<file path="config.mk">
export PLATFORM = sky130hd
export DESIGN_NAME = fir_serial_host_flat
export DESIGN_NICKNAME = d
export VERILOG_FILES = /design/src/rtl/fir_serial_pkg.sv /design/src/rtl/fir_serial_host_if.sv /design/src/rtl/fir_serial_rx.sv /design/src/rtl/fir_serial_host.sv /design/src/flat_wrapper.sv
export SDC_FILE = /design/constraint.sdc
export NUM_CORES = 1
export LEC_CHECK = 0
export BUFFER_PORTS_ARGS = -buffer_cell sky130_fd_sc_hd__buf_2
export CAP_MARGIN = 40
export CELL_PAD_IN_SITES_DETAIL_PLACEMENT = 1
export CELL_PAD_IN_SITES_GLOBAL_PLACEMENT = 1
export CORE_MARGIN = 3
export CORE_UTILIZATION = 30
export CTS_BUF_LIST = sky130_fd_sc_hd__clkbuf_16
export CTS_CLUSTER_SIZE = 28
export DETAILED_ROUTE_END_ITERATION = 10
export PLACE_DENSITY = 0.68
export SETUP_SLACK_MARGIN = 0.1
export SLEW_MARGIN = 20
export SYNTH_ARGS = -nofsm -noshare
export SYNTH_HDL_FRONTEND = slang
export SYNTH_SLANG_ARGS = --single-unit
export TNS_END_PERCENT = 50
</file>
<file path="constraint.sdc">
create_clock -name i_clk -period 1.36 [get_ports i_clk]
set_input_delay 0.204 -clock i_clk [delete_from_list [all_inputs] [get_ports i_clk]]
set_output_delay 0.204 -clock i_clk [all_outputs]
set_load 0.005 [all_outputs]
</file>
<file path="src/rtl/fir_serial_pkg.sv">
// fir_serial_pkg: shared state encodings and sizing helpers for the FIR serial host bridge.
package fir_serial_pkg;
  localparam int DEFAULT_DATA_WIDTH = 24;
  typedef enum logic [1:0] {TX_IDLE, TX_REQ, TX_SHIFT} tx_state_t;
  typedef enum logic [1:0] {RX_IDLE, RX_CAPTURE, RX_RELEASE} rx_state_t;
  function automatic int cnt_width(input int w);
    return (w < 2) ? 1 : $clog2(w);
  endfunction
endpackage

</file>
<file path="src/rtl/fir_serial_host_if.sv">
// fir_serial_host_if: parallel word and serial filter handshake signals of the host bridge.
interface fir_serial_host_if
  import fir_serial_pkg::*;
#(parameter int DATA_WIDTH = DEFAULT_DATA_WIDTH);
  logic [DATA_WIDTH-1:0] i_word;
  logic                  i_word_valid;
  logic                  o_word_ready;
  logic                  o_din;
  logic                  o_din_valid;
  logic                  i_fir_ready;
  logic                  i_dout;
  logic                  i_dout_valid;
  logic                  o_fir_ready;
  logic [DATA_WIDTH-1:0] o_word;
  logic                  o_word_valid;
  modport slave (
    input  i_word, i_word_valid, i_fir_ready, i_dout, i_dout_valid,
    output o_word_ready, o_din, o_din_valid, o_fir_ready, o_word, o_word_valid
  );
  modport master (
    output i_word, i_word_valid, i_fir_ready, i_dout, i_dout_valid,
    input  o_word_ready, o_din, o_din_valid, o_fir_ready, o_word, o_word_valid
  );
endinterface

</file>
<file path="src/rtl/fir_serial_rx.sv">
// fir_serial_rx: deserializes the filter's LSB-first output stream into parallel words.
module fir_serial_rx
  import fir_serial_pkg::*;
#(parameter int DATA_WIDTH = DEFAULT_DATA_WIDTH) (
  input  logic                  i_clk,
  input  logic                  i_rst,
  input  logic                  i_en,
  input  logic                  i_dout,
  input  logic                  i_dout_valid,
  output logic                  o_fir_ready,
  output logic [DATA_WIDTH-1:0] o_word,
  output logic                  o_word_valid
);
  localparam int CW = cnt_width(DATA_WIDTH);
  localparam logic [CW-1:0] LAST = CW'(DATA_WIDTH - 1);
  rx_state_t             r_state, w_next;
  logic [CW-1:0]         r_cnt;
  logic [DATA_WIDTH-1:0] r_data;
  always_comb begin
    w_next = (r_state == RX_IDLE && i_dout_valid) ? RX_CAPTURE :
             (r_state == RX_CAPTURE && r_cnt == LAST) ? RX_RELEASE :
             (r_state == RX_RELEASE) ? RX_IDLE : r_state;
  end
  // partial words live in r_data so an aborted capture never reaches o_word
  always_ff @(posedge i_clk) begin
    if (i_rst) begin
      r_state      <= RX_IDLE;
      r_cnt        <= '0;
      r_data       <= '0;
      o_word       <= '0;
      o_word_valid <= 1'b0;
    end else if (i_en) begin
      r_state      <= w_next;
      r_cnt        <= (r_state == RX_CAPTURE) ? r_cnt + 1'b1 : '0;
      o_word_valid <= (r_state == RX_RELEASE);
      if (r_state == RX_CAPTURE) r_data[r_cnt] <= i_dout;
      if (r_state == RX_RELEASE) o_word <= r_data;
    end
  end
  assign o_fir_ready = (r_state != RX_IDLE);
endmodule

</file>
<file path="src/rtl/fir_serial_host.sv">
// fir_serial_host: serializes parallel samples into the FIR filter and deserializes its output.
module fir_serial_host
  import fir_serial_pkg::*;
#(parameter int DATA_WIDTH = DEFAULT_DATA_WIDTH) (
  input  logic             i_clk,
  input  logic             i_rst,
  input  logic             i_en,
  fir_serial_host_if.slave bus
);
  localparam int CW = cnt_width(DATA_WIDTH);
  localparam logic [CW-1:0] LAST = CW'(DATA_WIDTH - 1);
  tx_state_t             r_tx_state, w_tx_next;
  logic [CW-1:0]         r_tx_cnt;
  logic [DATA_WIDTH-1:0] r_tx_sh;
  logic                  r_rst_hold;
  always_comb begin
    w_tx_next = (r_tx_state == TX_IDLE && bus.i_word_valid) ? TX_REQ :
                (r_tx_state == TX_REQ && bus.i_fir_ready) ? TX_SHIFT :
                (r_tx_state == TX_SHIFT && r_tx_cnt == LAST) ? TX_IDLE : r_tx_state;
  end
  // r_rst_hold keeps o_word_ready low while reset is applied
  always_ff @(posedge i_clk) begin
    if (i_rst) begin
      r_tx_state <= TX_IDLE;
      r_tx_cnt   <= '0;
      r_tx_sh    <= '0;
      r_rst_hold <= 1'b1;
    end else if (i_en) begin
      r_tx_state <= w_tx_next;
      r_rst_hold <= 1'b0;
      r_tx_cnt   <= (r_tx_state == TX_SHIFT) ? r_tx_cnt + 1'b1 : '0;
      if (r_tx_state == TX_IDLE && bus.i_word_valid) r_tx_sh <= bus.i_word;
      if (r_tx_state == TX_SHIFT) r_tx_sh <= r_tx_sh >> 1;
    end
  end
  assign bus.o_word_ready = (r_tx_state == TX_IDLE) && !r_rst_hold;
  assign bus.o_din_valid  = (r_tx_state != TX_IDLE);
  assign bus.o_din        = (r_tx_state == TX_SHIFT) && r_tx_sh[0];
  fir_serial_rx #(.DATA_WIDTH(DATA_WIDTH)) u_rx (
    .i_clk        (i_clk),
    .i_rst        (i_rst),
    .i_en         (i_en),
    .i_dout       (bus.i_dout),
    .i_dout_valid (bus.i_dout_valid),
    .o_fir_ready  (bus.o_fir_ready),
    .o_word       (bus.o_word),
    .o_word_valid (bus.o_word_valid)
  );
endmodule

</file>
<file path="src/flat_wrapper.sv">
// flat-port wrapper written by rule: the top's interface ports become plain ports
module fir_serial_host_flat import fir_serial_pkg::*;
#(parameter int DATA_WIDTH = DEFAULT_DATA_WIDTH)
  (i_clk, i_rst, i_en, bus_i_word, bus_i_word_valid, bus_i_fir_ready, bus_i_dout, bus_i_dout_valid, bus_o_word_ready, bus_o_din, bus_o_din_valid, bus_o_fir_ready, bus_o_word, bus_o_word_valid);
  fir_serial_host_if #(.DATA_WIDTH(DATA_WIDTH)) bus_i ();
  input  logic i_clk;
  input  logic i_rst;
  input  logic i_en;
  input wire logic [$bits(bus_i.i_word)-1:0] bus_i_word;
  input wire logic [$bits(bus_i.i_word_valid)-1:0] bus_i_word_valid;
  input wire logic [$bits(bus_i.i_fir_ready)-1:0] bus_i_fir_ready;
  input wire logic [$bits(bus_i.i_dout)-1:0] bus_i_dout;
  input wire logic [$bits(bus_i.i_dout_valid)-1:0] bus_i_dout_valid;
  output wire logic [$bits(bus_i.o_word_ready)-1:0] bus_o_word_ready;
  output wire logic [$bits(bus_i.o_din)-1:0] bus_o_din;
  output wire logic [$bits(bus_i.o_din_valid)-1:0] bus_o_din_valid;
  output wire logic [$bits(bus_i.o_fir_ready)-1:0] bus_o_fir_ready;
  output wire logic [$bits(bus_i.o_word)-1:0] bus_o_word;
  output wire logic [$bits(bus_i.o_word_valid)-1:0] bus_o_word_valid;
  assign bus_i.i_word = bus_i_word;
  assign bus_i.i_word_valid = bus_i_word_valid;
  assign bus_i.i_fir_ready = bus_i_fir_ready;
  assign bus_i.i_dout = bus_i_dout;
  assign bus_i.i_dout_valid = bus_i_dout_valid;
  assign bus_o_word_ready = bus_i.o_word_ready;
  assign bus_o_din = bus_i.o_din;
  assign bus_o_din_valid = bus_i.o_din_valid;
  assign bus_o_fir_ready = bus_i.o_fir_ready;
  assign bus_o_word = bus_i.o_word;
  assign bus_o_word_valid = bus_i.o_word_valid;
  fir_serial_host #(.DATA_WIDTH(DATA_WIDTH)) u_core (.i_clk(i_clk), .i_rst(i_rst), .i_en(i_en), .bus(bus_i));
endmodule
</file>
* Yosys cells after proc, flatten, opt, wreduce, memory -nomap -nowiden
Cells that the tools add are included.
Operators by class: add/sub/neg operators 2, order comparisons 2, equal/unequal tests 6, mux-type cells 13, reduce and logical (&&, ||, !) cells 21
Operator list (number):
- $mux W24 | 2
- $bwmux W24 | 1
- $mux W2 | 6
- $add A5 B1 Y5 const B | 2
- $eq A5 B5 Y1 const B | 2
- $mux W5 | 2
- $reduce_and A2 Y1 | 5
- $logic_and A1 B1 Y1 | 8
- $lt A5 B6 Y1 const B | 1
- $reduce_bool A2 Y1 | 3
- $reduce_bool A3 Y1 | 2
- $demux W1 S5 | 1
- $ge A5 B1 Y1 const B | 1
- $eq A2 B1 Y1 const B | 2
- $eq A2 B2 Y1 const B | 2
- $logic_not A2 Y1 | 2
- $logic_not A1 Y1 | 1
- $mux W1 | 1
Word-level totals: bits in registers 88, output and inout port bits 29, word-level logic and storage cells 53

* Logic depth before layout (Yosys ltp)
Gate-level depths: netlist of the first run.
word-level depth 5, gate-level depth with buffers 6

* By module
From an unflattened synthesis of the first run, not the netlist that was laid out.
Unflattened totals: cells, all modules 457, area total of the unflattened synthesis 3957.5 µm²
By module, submodules not included:
- fir_serial_rx | instances 1, cells an instance 269, area each 2397.3 µm², seq. area each 1121.1 µm²
- fir_serial_host | instances 1, cells an instance 188, area each 1560.2 µm², seq. area each 640.6 µm²

* Least setup slack after synthesis of the first run
No wires, ideal clock.
path kind reg-to-reg, from reg u_core.r_tx_state[1], to reg u_core.r_tx_sh[10], library setup time 0.089 ns, data arrival time 1.242 ns, required time 1.271 ns, path slack 0.029 ns, stages on the path, launching flop included 7, path buffers 3, clock period less this slack 1.331 ns, path through dfxtp_1 or2_1 buf_6 and2_4 buf_6 buf_6 a311oi_2
On the way: word-level cells in the longest chain between the ends 4
RTL lines:
- start: declaration | RTL line fir_serial_host.sv:12 | tx_state_t r_tx_state, w_tx_next;
- start signal: assignment | RTL line fir_serial_host.sv:29 | r_tx_state <= w_tx_next;
- $logic_not A2 Y1 | RTL line fir_serial_host.sv:32 | if (r_tx_state == TX_IDLE && bus.i_word_valid) r_tx_sh <= bus.i_word;
- $logic_and A1 B1 Y1 | RTL line fir_serial_host.sv:32
- $reduce_bool A2 Y1 (no source line)
- $reduce_and A2 Y1 (no source line)
- end signal: assignment | RTL line fir_serial_host.sv:32
- end signal: assignment | RTL line fir_serial_host.sv:33 | if (r_tx_state == TX_SHIFT) r_tx_sh <= r_tx_sh >> 1;
- end: declaration | RTL line fir_serial_host.sv:14 | logic [DATA_WIDTH-1:0] r_tx_sh;
Several ways; a longest one is shown, not always the timed one. A chain may end at the register's enable or synchronous reset.

* Worst setup path in the final report of the first run
from reg u_core.r_tx_state[1], to out bus_o_din
On the way: word-level cells in the longest chain between the ends 2
RTL lines:
- $eq A2 B2 Y1 | RTL line fir_serial_host.sv:38 | assign bus.o_din = (r_tx_state == TX_SHIFT) && r_tx_sh[0];
- $logic_and A1 B1 Y1 | RTL line fir_serial_host.sv:38
- end: declaration | RTL line flat_wrapper.sv:15 | output wire logic [$bits(bus_i.o_din)-1:0] bus_o_din;
No other way between the ends.

==> results of run 1 <==
-- layer usage --
metal  GRT usage  routed length (µm)  up-vias  share of wire
met4      0.0432                 172        0          0.015
met2       0.257                5780       71           0.51
met5           0                   0        -              0
met3      0.0538                 534       14          0.047
met1       0.170                4760     1610           0.42
li1            -                   -     1664              -
-- worst paths after layout --
path | start | to | slack [ns] | cells past startpoint
max | u_core.r_tx_state[1] | bus_o_din | -0.03 | 4
min | bus_i_word[3] | u_core.r_tx_sh[3] | 0.14 | 3
min reg2reg | u_core.u_rx.r_data[19] | u_core.u_rx.o_word[19] | 0.45 | 2
max reg2reg | u_core.r_tx_state[1] | u_core.r_tx_sh[3] | 0.03 | 4
-- cell type report --
type / instances / share of cell area
Sequential cell: 88 / 0.337
Inverter: 3 / 0.00306
Timing Repair Buffer: 96 / 0.141
Tap cell: 172 / 0.0405
Multi-Input combinational cell: 320 / 0.429
Clock inverter: 7 / 0.00730
Clock buffer: 9 / 0.0424
-- synth_stat cells (all sizes together) (3+ instances only) --
| library cell | n |
|---|---|
| and4b | 4 |
| nor3b | 4 |
| nor2b | 5 |
| mux2i | 25 |
| xor2 | 3 |
| a31oi | 3 |
| a311oi | 23 |
| nand4 | 3 |
| nor2 | 9 |
| or2 | 3 |
| and3b | 3 |
| a21oi | 54 |
| nand2 | 122 |
| ha | 5 |
| dfxtp | 88 |
| inv | 3 |
| buf | 23 |
| clkbuf | 18 |
| and2 | 3 |
| nand2b | 29 |
-- cells in the final DEF, fill, tap and decap left out, drive strengths merged, types with 6 or more instances in the layout --
master,instances
dfxtp,88
nand2b,29
mux2i,25
buf,94
and2,6
nor2,9
nand2,122
clkbuf,10
a311oi,23
a21oi,54
-- tightest hold or removal path, delay by kind of cell --
| kind | cells | cell delay, ns |
|---|---|---|
| buf+inv | 1 | 0.10 |
| simple gates | 1 | 0.06 |
| compound gates | 1 | 0.07 |
-- through the flow --
step	util	power, mW	TNS (ns)	cells
6_report	0.418	5.55	-0.0598	695
5_1_grt	0.418	5.80	-0.386	695
4_1_cts	0.389	5.53	-0.0905	688
3_5_place_dp	0.351	3.21	-0.0857	661
3_3_place_gp	0.351	3.19	0	661
2_1_floorplan	-	3.06	0	449
-- where the power goes --
group          switching (mW)  total, mW  leakage (nW)  internal (mW)
Sequential             0.0571       2.69         0.720           2.64
Combinational           0.310      0.602          1.32          0.292
Clock                    1.04       2.26         0.120           1.21
Total                    1.41       5.55          2.16           4.14
-- cells by family after synthesis --
logic type,after synthesis
AND/OR/NAND/NOR,195
multiplexers,25
flip-flops,88
XOR/XNOR,4
buffers and inverters,44
adder cells (fa/ha/maj),5
AO/OA/AOI/OAI,88
-- registers in the layout (all words and copies together) (netlist names), 2 cells and up --
name                 count
u_core.r_tx_sh          24
u_core.u_rx.o_word      24
u_core.u_rx.r_data      24
u_core.r_tx_cnt          5
u_core.u_rx.r_cnt        5
u_core.r_tx_state        2
u_core.u_rx.r_state      2
-- what timing repair did --
action / 4_1_cts / 5_1_grt
resized for setup: 40 / 77
pin swaps: 11 / 20
gates cloned: 1 / 5
endpoints found under the setup margin: 58 / 61
setup buffers: 10 / 2
hold buffers: 0 / 0
==> results.yml, run 1 <==
placement:
  dp_slack_ns: -0.0216
  post-dp-hpwl_um: 6660
  port-buffer-count: 59
  gp_congestion: 0.747
  dpl_cell_area_um2: 4460
global_route:
  grt_pass1_wl_um: 17100
  grt.total_usage: 0.148
  grt_max_degree: 52
  antenna_found_initial: 0
  grt_pass1_vias: 3464
  overflow: 0
yosys:
  synth_mux_area_frac: 0.0637
  ys_async_sr_fraction: 0
  synth_top_family_by_area: "simple AND/OR/NAND/NOR gates"
  synth_edf_count: 0
  synthCells: 449
  yosysTopAreaCell: "dfxtp_1"
  ys_ff_latch: 88
  yosysSeqAreaShare: 0.448
  synth_top_area_share: 0.448
  synth-main-ff-cell: "dfxtp_1"
  synth_fa_ha_area_frac: 0.0159
  netlist_area_um2: 3930
  yosys.area_share.simple: 0.237
  ys_top_cells_by_area: "dfxtp_1 45%, nand2_1 12%, a311oi_2 7.6%"
  syn_nets: 485
  synth.avg_cell_area_um2: 8.75
  synth-compound-area-share: 0.171
  ys_warn_count: 0
  ys_types: 39
  synth-xor-area-share: 0.00892
sta:
  period_needed_ns: 1.39
  setup_viol: 2
  worst_pin_slew_ns: 0.384
  postLayoutSetupSlackWorst_ns: -0.0313
  slew_headroom: 0.742
  hold_ws_ns: 0.141
  final.period_utilization: 1.02
  finClkSkew_ns: 0.00580
  drv_slew: 0
  fmax_mhz: 719
  rsz0062_at_grt: "true"
  hold_viol_final: 0
cts:
  cts_root_buffer: "clkbuf_16"
  clkTransAtPathRegs_ns: 0.06
  cts_num_sinks: 88
  cts_buffers: 9
  ctsLongestPathBuffers: 2
  cts_htree_levels: 3
  clock_latency_ns: 0.35
  cts_tree: "done"
cells_and_area:
  stdcell_area_um2: 5320
  seqCellArea_um2: 1790
  synthToLayoutAreaGrowth_pct: 35.3
  nNetsFinal: 554
  n_antenna_cell: 0
  drive_gt1_frac: 0.407
  nFillCells: 1501
  multi_input_area_um2: 2280
floorplan:
  coreArea_um2: 12700
  die_w_um: 120
  dieArea_um2: 14500
  die_h_um: 120
  rows: 41
  start_util: 0.309
  boundaryPins: 60
routing:
  final_antenna_net_count: 0
  wl_per_cell_um: 16.2
  wl_um: 11200
  initialDrtViolationCount: 131
  drcViolationCount: 0
  vias_per_cell: 4.83
  num_vias: 3359
  detail_route.first_pass.iterations: 4
power_and_ir_drop:
  p_leak_nw: 2.16
  ir_worst_vdd_mv: 0.575
  power-per-cell-area_nw_per_um2: 1040
setup_path:
  worstPathMaxFanout: 4
  cp_data_required_time_ns: 1.16
  crit_type: "reg -> out"
  start_kind: "flop"
  critical_path_buf_inv_count: 2
  cp.arrival_ns: 1.19
  cp-end-kind: "output pin"
  cp_slowest_cell: "dfxtp_4"
  cpLargestDelayFamily: "flip-flops"
  crit_chain: "nor2b_4, buf_12, and2_4, buf_6"
  slowest_delay_ns: 0.35
run_status:
  status: "complete, but fails checks"
  failed_checks: "setup timing"
hold_path:
  min_path_type: "in -> reg"
flow_run:
  maxCapViolCount: 0
(Power assumes the default switching activity.)
==> inputs of run 2 (changes only) <==
--- a/config.mk
+++ b/config.mk
@@ -5,6 +5,7 @@
 export SDC_FILE = /design/constraint.sdc
 export NUM_CORES = 1
 export LEC_CHECK = 0
+export ABC_AREA = 1
 export BUFFER_PORTS_ARGS = -buffer_cell sky130_fd_sc_hd__buf_2
 export CAP_MARGIN = 40
 export CELL_PAD_IN_SITES_DETAIL_PLACEMENT = 1
@@ -14,7 +15,7 @@
 export CTS_BUF_LIST = sky130_fd_sc_hd__clkbuf_16
 export CTS_CLUSTER_SIZE = 28
 export DETAILED_ROUTE_END_ITERATION = 10
-export PLACE_DENSITY = 0.68
+export PLACE_DENSITY = 0.71
 export SETUP_SLACK_MARGIN = 0.1
 export SLEW_MARGIN = 20
 export SYNTH_ARGS = -nofsm -noshare
==> results.yml, run 2 <==
placement:
  dp_slack_ns: -0.0909
  dp_cells: 744
  dpl_cell_area_um2: 4380
  gp_congestion: 0.831
  port-buffer-count: 59
  post-dp-hpwl_um: 7240
cts:
  ctsLongestPathBuffers: 2
  cts_htree_levels: 3
  clkTransAtPathRegs_ns: 0.06
  cts_buffers: 9
  hold_buffers: 0
  cts_tree: "done"
  clock_latency_ns: 0.35
  cts_num_sinks: 88
  cts_root_buffer: "clkbuf_16"
setup_path:
  cpLargestDelayFamily: "buffers and inverters"
  cp_data_required_time_ns: 1.64
  start_kind: "flop"
  crit_type: "reg -> reg"
  r2r_cells: 8
  critical_path_buf_inv_count: 4
  crit_chain: "inv_2, nand2_4, buf_6, a21oi_4, buf_12, clkbuf_16, o21ai_0, nor2_1"
  cp-end-kind: "flop"
  r2r_slack_ns: 0.02
  worst_r2r_endpoint: "u_core.r_tx_sh[9]"
  slowest_delay_ns: 0.36
  worstPathMaxFanout: 6
  cp_slowest_cell: "dfxtp_4"
  cp.arrival_ns: 1.62
  rr_startpoint: "u_core.r_tx_state[0]"
cells_and_area:
  final-instance-count-excl-fill: 772
  nFillCells: 1511
  multi_input_area_um2: 1830
  final_core_util: 0.426
  nNetsFinal: 635
  drive_gt1_frac: 0.300
  stdcell_area_um2: 5160
  synthToLayoutAreaGrowth_pct: 37.2
  n_antenna_cell: 0
  reg_top3: "u_core.r_tx_sh (24), u_core.u_rx.o_word (24), u_core.u_rx.r_data (24)"
  layout_commonest_cell: "nand2_1"
  seqCellArea_um2: 1790
  final_cell_mix: "93 x nand2_1, 78 x dfxtp_1, 58 x buf_2, 56 x a21oi_1, 52 x nor2_1"
routing:
  num_vias: 3735
  drcViolationCount: 0
  wl_per_cell_um: 15.0
  final_antenna_net_count: 0
  initialDrtViolationCount: 202
  detail_route.first_pass.iterations: 4
  vias_per_cell: 4.84
  wl_um: 11600
yosys:
  synth_most_common_cell: "nand2_1"
  ys_async_sr_fraction: 0
  ys_types: 30
  ys_top_cells_by_area: "dfxtp_1 47%, nand2_1 9.8%, o21ai_0 8.5%"
  synth_edf_count: 0
  synthCells: 514
  synth.avg_cell_area_um2: 7.31
  yosysTopAreaCell: "dfxtp_1"
  netlist_area_um2: 3760
  syn_nets: 550
  synth_top_area_share: 0.469
  synth-main-ff-cell: "dfxtp_1"
  ys_warn_count: 0
  synth_common_cells: "98 x nand2_1, 88 x dfxtp_1, 64 x o21ai_0"
  ys_ff_latch: 88
  yosysSeqAreaShare: 0.469
power_and_ir_drop:
  power.internal_mw: 4.64
  seqPwrFrac: 0.446
  power_switching_mw: 1.39
  power_frac_comb: 0.084
  power_frac_clock: 0.470
  power-per-cell-area_nw_per_um2: 1170
  switching_share: 0.231
  power_mw: 6.03
  ir_worst_vdd_mv: 0.626
  p_leak_nw: 2.16
hold_path:
  hold_start: "bus_i_word[23]"
  hold_end: "u_core.r_tx_sh[23]"
  min_path_cells: 3
  min_path_type: "in -> reg"
global_route:
  globalRouteMet3Util: 0.0457
  overflow: 0
  use_met1: 0.197
  grt_max_degree: 50
  grt_pass1_wl_um: 18200
  grt.total_usage: 0.161
  antenna_found_initial: 0
  top_usage_layer: "met2"
  grt_pass1_vias: 3733
  grt_util_met2: 0.270
sta:
  drv_slew: 0
  period_needed_ns: 1.34
  setup_viol: 0
  worst_pin_slew_ns: 0.468
  finClkSkew_ns: 0.00601
  rsz0062_at_grt: "true"
  final.period_utilization: 0.984
  hold_viol_final: 0
  slew_headroom: 0.688
  hold_ws_ns: 0.123
  setup_tns_ns: 0
  postLayoutSetupSlackWorst_ns: 0.0221
  fmax_mhz: 747
floorplan:
  coreArea_um2: 12100
  die_w_um: 118
  start_util: 0.310
  dieArea_um2: 13900
  boundaryPins: 60
  die_h_um: 118
  rows: 40
flow_run:
  maxCapViolCount: 0
run_status:
  status: "complete, no violations"
run 2: changes by cell type after synthesis, moves of 24 or more:
cell	change
nand3_1	+24
nor2_1	+48
mux2i_1	-25
nand2_1	-24
nand2b_1	-29
o21ai_0	+62
inv_1	+42
run 2: worst max-delay path by stage:
stage	cells after the start	slack, ns	to	start
floorplan	7	0.11	u_core.r_tx_sh[0]	u_core.r_tx_state[0]
global placement	7	-0.08	u_core.u_rx.r_data[18]	u_core.u_rx.r_state[1]
detailed placement	6	-0.09	u_core.u_rx.r_data[18]	u_core.u_rx.r_state[0]
CTS	4	0.04	bus_o_word_ready	u_core.r_tx_state[1]
global route	8	-0.02	u_core.r_tx_sh[9]	u_core.r_tx_state[0]
finish	8	0.02	u_core.r_tx_sh[9]	u_core.r_tx_state[0]
run 2: power by group through the flow:
stage | Clock, mW | Combinational, mW | Sequential, mW
floorplan | 0 | 0.257 | 2.73
global placement | 0 | 0.382 | 2.74
detailed placement | 0 | 0.398 | 2.74
CTS | 2.88 | 0.444 | 2.69
global route | 3.00 | 0.560 | 2.69
finish | 2.83 | 0.505 | 2.69
run 2: layout make-up:
| type | instances | share of cell area |
|---|---|---|
| clock inverter | 7 | 0.0216 |
| timing repair buffer | 99 | 0.149 |
| sequential | 88 | 0.347 |
| multi-input combinational | 348 | 0.355 |
| timing repair inverter | 1 | 0.00121 |
| inverter | 52 | 0.0412 |
| tap | 168 | 0.0408 |
| clock buffer | 9 | 0.0437 |
run 2: timing repair:
item,CTS,global route
gates resized for setup,30,84
hold endpoints to repair,0,0
endpoints found under the setup margin,52,58
pin swaps,2,34
setup buffers,5,3
cloned,2,2
run 2: kinds of logic after synthesis:
kind of cell	synth area share
flops	0.469
simple gates	0.238
compound gates	0.186
fa+ha+maj	0.0166
buf+inv	0.0902
run 2: per-layer routing:
layer	share of wire	vias to the layer above	routed length, µm
li1	-	1850	-
met1	0.44	1807	5150
met2	0.50	65	5820
met3	0.038	13	437
met4	0.016	0	183
met5	0	-	0
run 2: worst reg2reg max path, stage by stage (launching register included):
cell,delay [ns]
dfxtp_4,0.36
inv_2,0.06
nand2_4,0.06
buf_6,0.13
a21oi_4,0.18
buf_12,0.15
clkbuf_16,0.14
o21ai_0,0.08
nor2_1,0.11
==> inputs of run 3 (changes only) <==
--- a/config.mk
+++ b/config.mk
@@ -6,7 +6,6 @@
 export NUM_CORES = 1
 export LEC_CHECK = 0
 export ABC_AREA = 1
-export BUFFER_PORTS_ARGS = -buffer_cell sky130_fd_sc_hd__buf_2
 export CAP_MARGIN = 40
 export CELL_PAD_IN_SITES_DETAIL_PLACEMENT = 1
 export CELL_PAD_IN_SITES_GLOBAL_PLACEMENT = 1
@@ -15,10 +14,12 @@
 export CTS_BUF_LIST = sky130_fd_sc_hd__clkbuf_16
 export CTS_CLUSTER_SIZE = 28
 export DETAILED_ROUTE_END_ITERATION = 10
-export PLACE_DENSITY = 0.71
+export DONT_BUFFER_PORTS = 1
+export PLACE_DENSITY = 0.65
 export SETUP_SLACK_MARGIN = 0.1
 export SLEW_MARGIN = 20
 export SYNTH_ARGS = -nofsm -noshare
 export SYNTH_HDL_FRONTEND = slang
+export SYNTH_HIERARCHICAL = 1
 export SYNTH_SLANG_ARGS = --single-unit
 export TNS_END_PERCENT = 50
==> results.yml, run 3 <==
setup_path:
  crit_type: "reg -> out"
  r2r_slack_ns: 0.11
  cp-end-kind: "output pin"
  cp_data_required_time_ns: 1.16
  crit_start: "u_core/r_tx_state[0]"
  worstPathMaxFanout: 4
  cp.arrival_ns: 1.06
  rr_startpoint: "u_core/r_tx_state[0]"
  start_kind: "flop"
placement:
  port-buffer-count: 0
  post-dp-hpwl_um: 7090
  dp_cells: 724
  gp_congestion: 0.722
sta:
  final.period_utilization: 0.930
  fmax_mhz: 791
  slew_headroom: 0.714
  period_needed_ns: 1.26
  rsz0062_at_grt: "true"
  drv_slew: 0
  setup_tns_ns: 0
  hold_viol_final: 0
  setup_viol: 0
  finClkSkew_ns: 0.00640
  worst_pin_slew_ns: 0.430
hold_path:
  min_path_type: "in -> reg"
  hold_start: "bus_i_dout_valid"
yosys:
  ys_async_sr_fraction: 0
  ys_top_cells_by_area: "dfxtp_1 43%, nand2_1 8.7%, a21oi_1 7.3%"
  synth_most_common_cell: "nand2_1"
  synth_common_cells: "95 x nand2_1, 88 x dfxtp_1, 76 x nor2_1"
  synth_top_area_share: 0.431
  ys_ff_latch: 88
  synth_edf_count: 0
  yosysTopAreaCell: "dfxtp_1"
  synth.avg_cell_area_um2: 7.21
  synth-main-ff-cell: "dfxtp_1"
  syn_nets: 603
  netlist_area_um2: 4090
  ys_warn_count: 6
  ys_types: 28
  synthCells: 567
  yosysSeqAreaShare: 0.431
routing:
  wl_per_cell_um: 14.6
  initialDrtViolationCount: 156
  drcViolationCount: 0
  detail_route.first_pass.iterations: 4
  final_antenna_net_count: 0
  num_vias: 3638
  vias_per_cell: 4.81
  wl_um: 11000
cells_and_area:
  final_cell_mix: "94 x nand2_1, 79 x dfxtp_1, 72 x nor2_1, 59 x inv_1, 59 x a21oi_1"
  final_core_util: 0.364
  n_antenna_cell: 0
  layout_commonest_cell: "nand2_1"
  nNetsFinal: 611
  final-instance-count-excl-fill: 756
  drive_gt1_frac: 0.164
  synthToLayoutAreaGrowth_pct: 18.5
  reg_top3: "u_core/r_tx_sh (24), u_core/u_rx/o_word (24), u_core/u_rx/r_data (24)"
cts:
  cts_root_buffer: "clkbuf_16"
  ctsLongestPathBuffers: 2
  clkTransAtPathRegs_ns: 0.06
  cts_num_sinks: 88
  cts_htree_levels: 3
  cts_buffers: 9
  clock_latency_ns: 0.34
  cts_tree: "done"
power_and_ir_drop:
  p_leak_nw: 1.94
  power-per-cell-area_nw_per_um2: 1160
  ir_worst_vdd_mv: 0.554
  power_mw: 5.60
floorplan:
  die_h_um: 123
  dieArea_um2: 15100
  coreArea_um2: 13300
  start_util: 0.308
  boundaryPins: 60
  die_w_um: 123
  rows: 42
global_route:
  grt.total_usage: 0.148
  globalRouteMet3Util: 0.0433
  antenna_found_initial: 0
  grt_util_met2: 0.244
  grt_pass1_vias: 3676
  grt_max_degree: 42
  top_usage_layer: "met2"
  grt_pass1_wl_um: 17700
  overflow: 0
  use_met1: 0.180
flow_run:
  maxCapViolCount: 0
run_status:
  status: "complete, no violations"
==> run 3: cells by family (layout without fill, tap and decap cells) <==
family | after synthesis | after routing | synth area share
AOI/OAI and AO/OA | 112 | 112 | 0.140
xor gates and xnor gates | 1 | 1 | 0.00214
adders and majority gates | 5 | 5 | 0.0153
buffers and inverters | 103 | 114 | 0.121
DFF | 88 | 88 | 0.431
and+or+nand+nor | 258 | 260 | 0.290
==> run 3: repair_timing <==
| action | CTS | global route |
|---|---|---|
| hold buffers | 1 | 0 |
| hold endpoints to repair | 10 | 0 |
| cloned | 2 | 2 |
| setup buffers | 6 | 5 |
| setup endpoints to repair | 49 | 60 |
| pin swaps | 5 | 15 |
| gates resized for setup | 11 | 36 |
==> run 3: final timing paths <==
check	depth (start not counted)	end
max	4	bus_o_din
min reg2reg	2	u_core/u_rx/o_word[5]
max reg2reg	8	u_core/r_tx_sh[3]
min	2	u_core/u_rx/r_state[0]
==> run 3: worst max-delay path: stages, from the launching register on <==
cell and delay (ns):
dfxtp_4 0.36, inv_4 0.07, nand2_8 0.07, buf_12 0.13, nor2_2 0.09
==> run 3: layout make-up <==
class | count | area [µm²]
flip-flops and latches | 88 | 1780
repair buffers | 26 | 349
clock buffers | 9 | 225
inverters | 72 | 283
multi-input cells | 378 | 1920
clock inverters | 7 | 62.6
fillers | 1647 | 8450
well taps | 176 | 220
==> run 3: per-stage QoR <==
step | cell area, µm² | hold WS, ns | worst slack (ns)
finish | 4840 | 0.0235 | 0.0953
detailed placement | 4240 | 0.277 | -0.00348
floorplan | 4090 | 0.273 | 0.192
CTS | 4670 | 0.00747 | 0.0167
global route | 4840 | 0.0239 | 0.0486
global placement | 4240 | 0.276 | 0.0788
==> run 3: power breakdown <==
group          switching, mW  internal (mW)
registers             0.0327           2.64
clock network           1.02           1.41
logic                  0.310          0.191
==> run 3: per-layer routing <==
metal | wire length, µm | vias up
li1 | - | 1839
met3 | 518 | 12
met1 | 4860 | 1738
met2 | 5430 | 49
met5 | 0 | -
met4 | 198 | 0
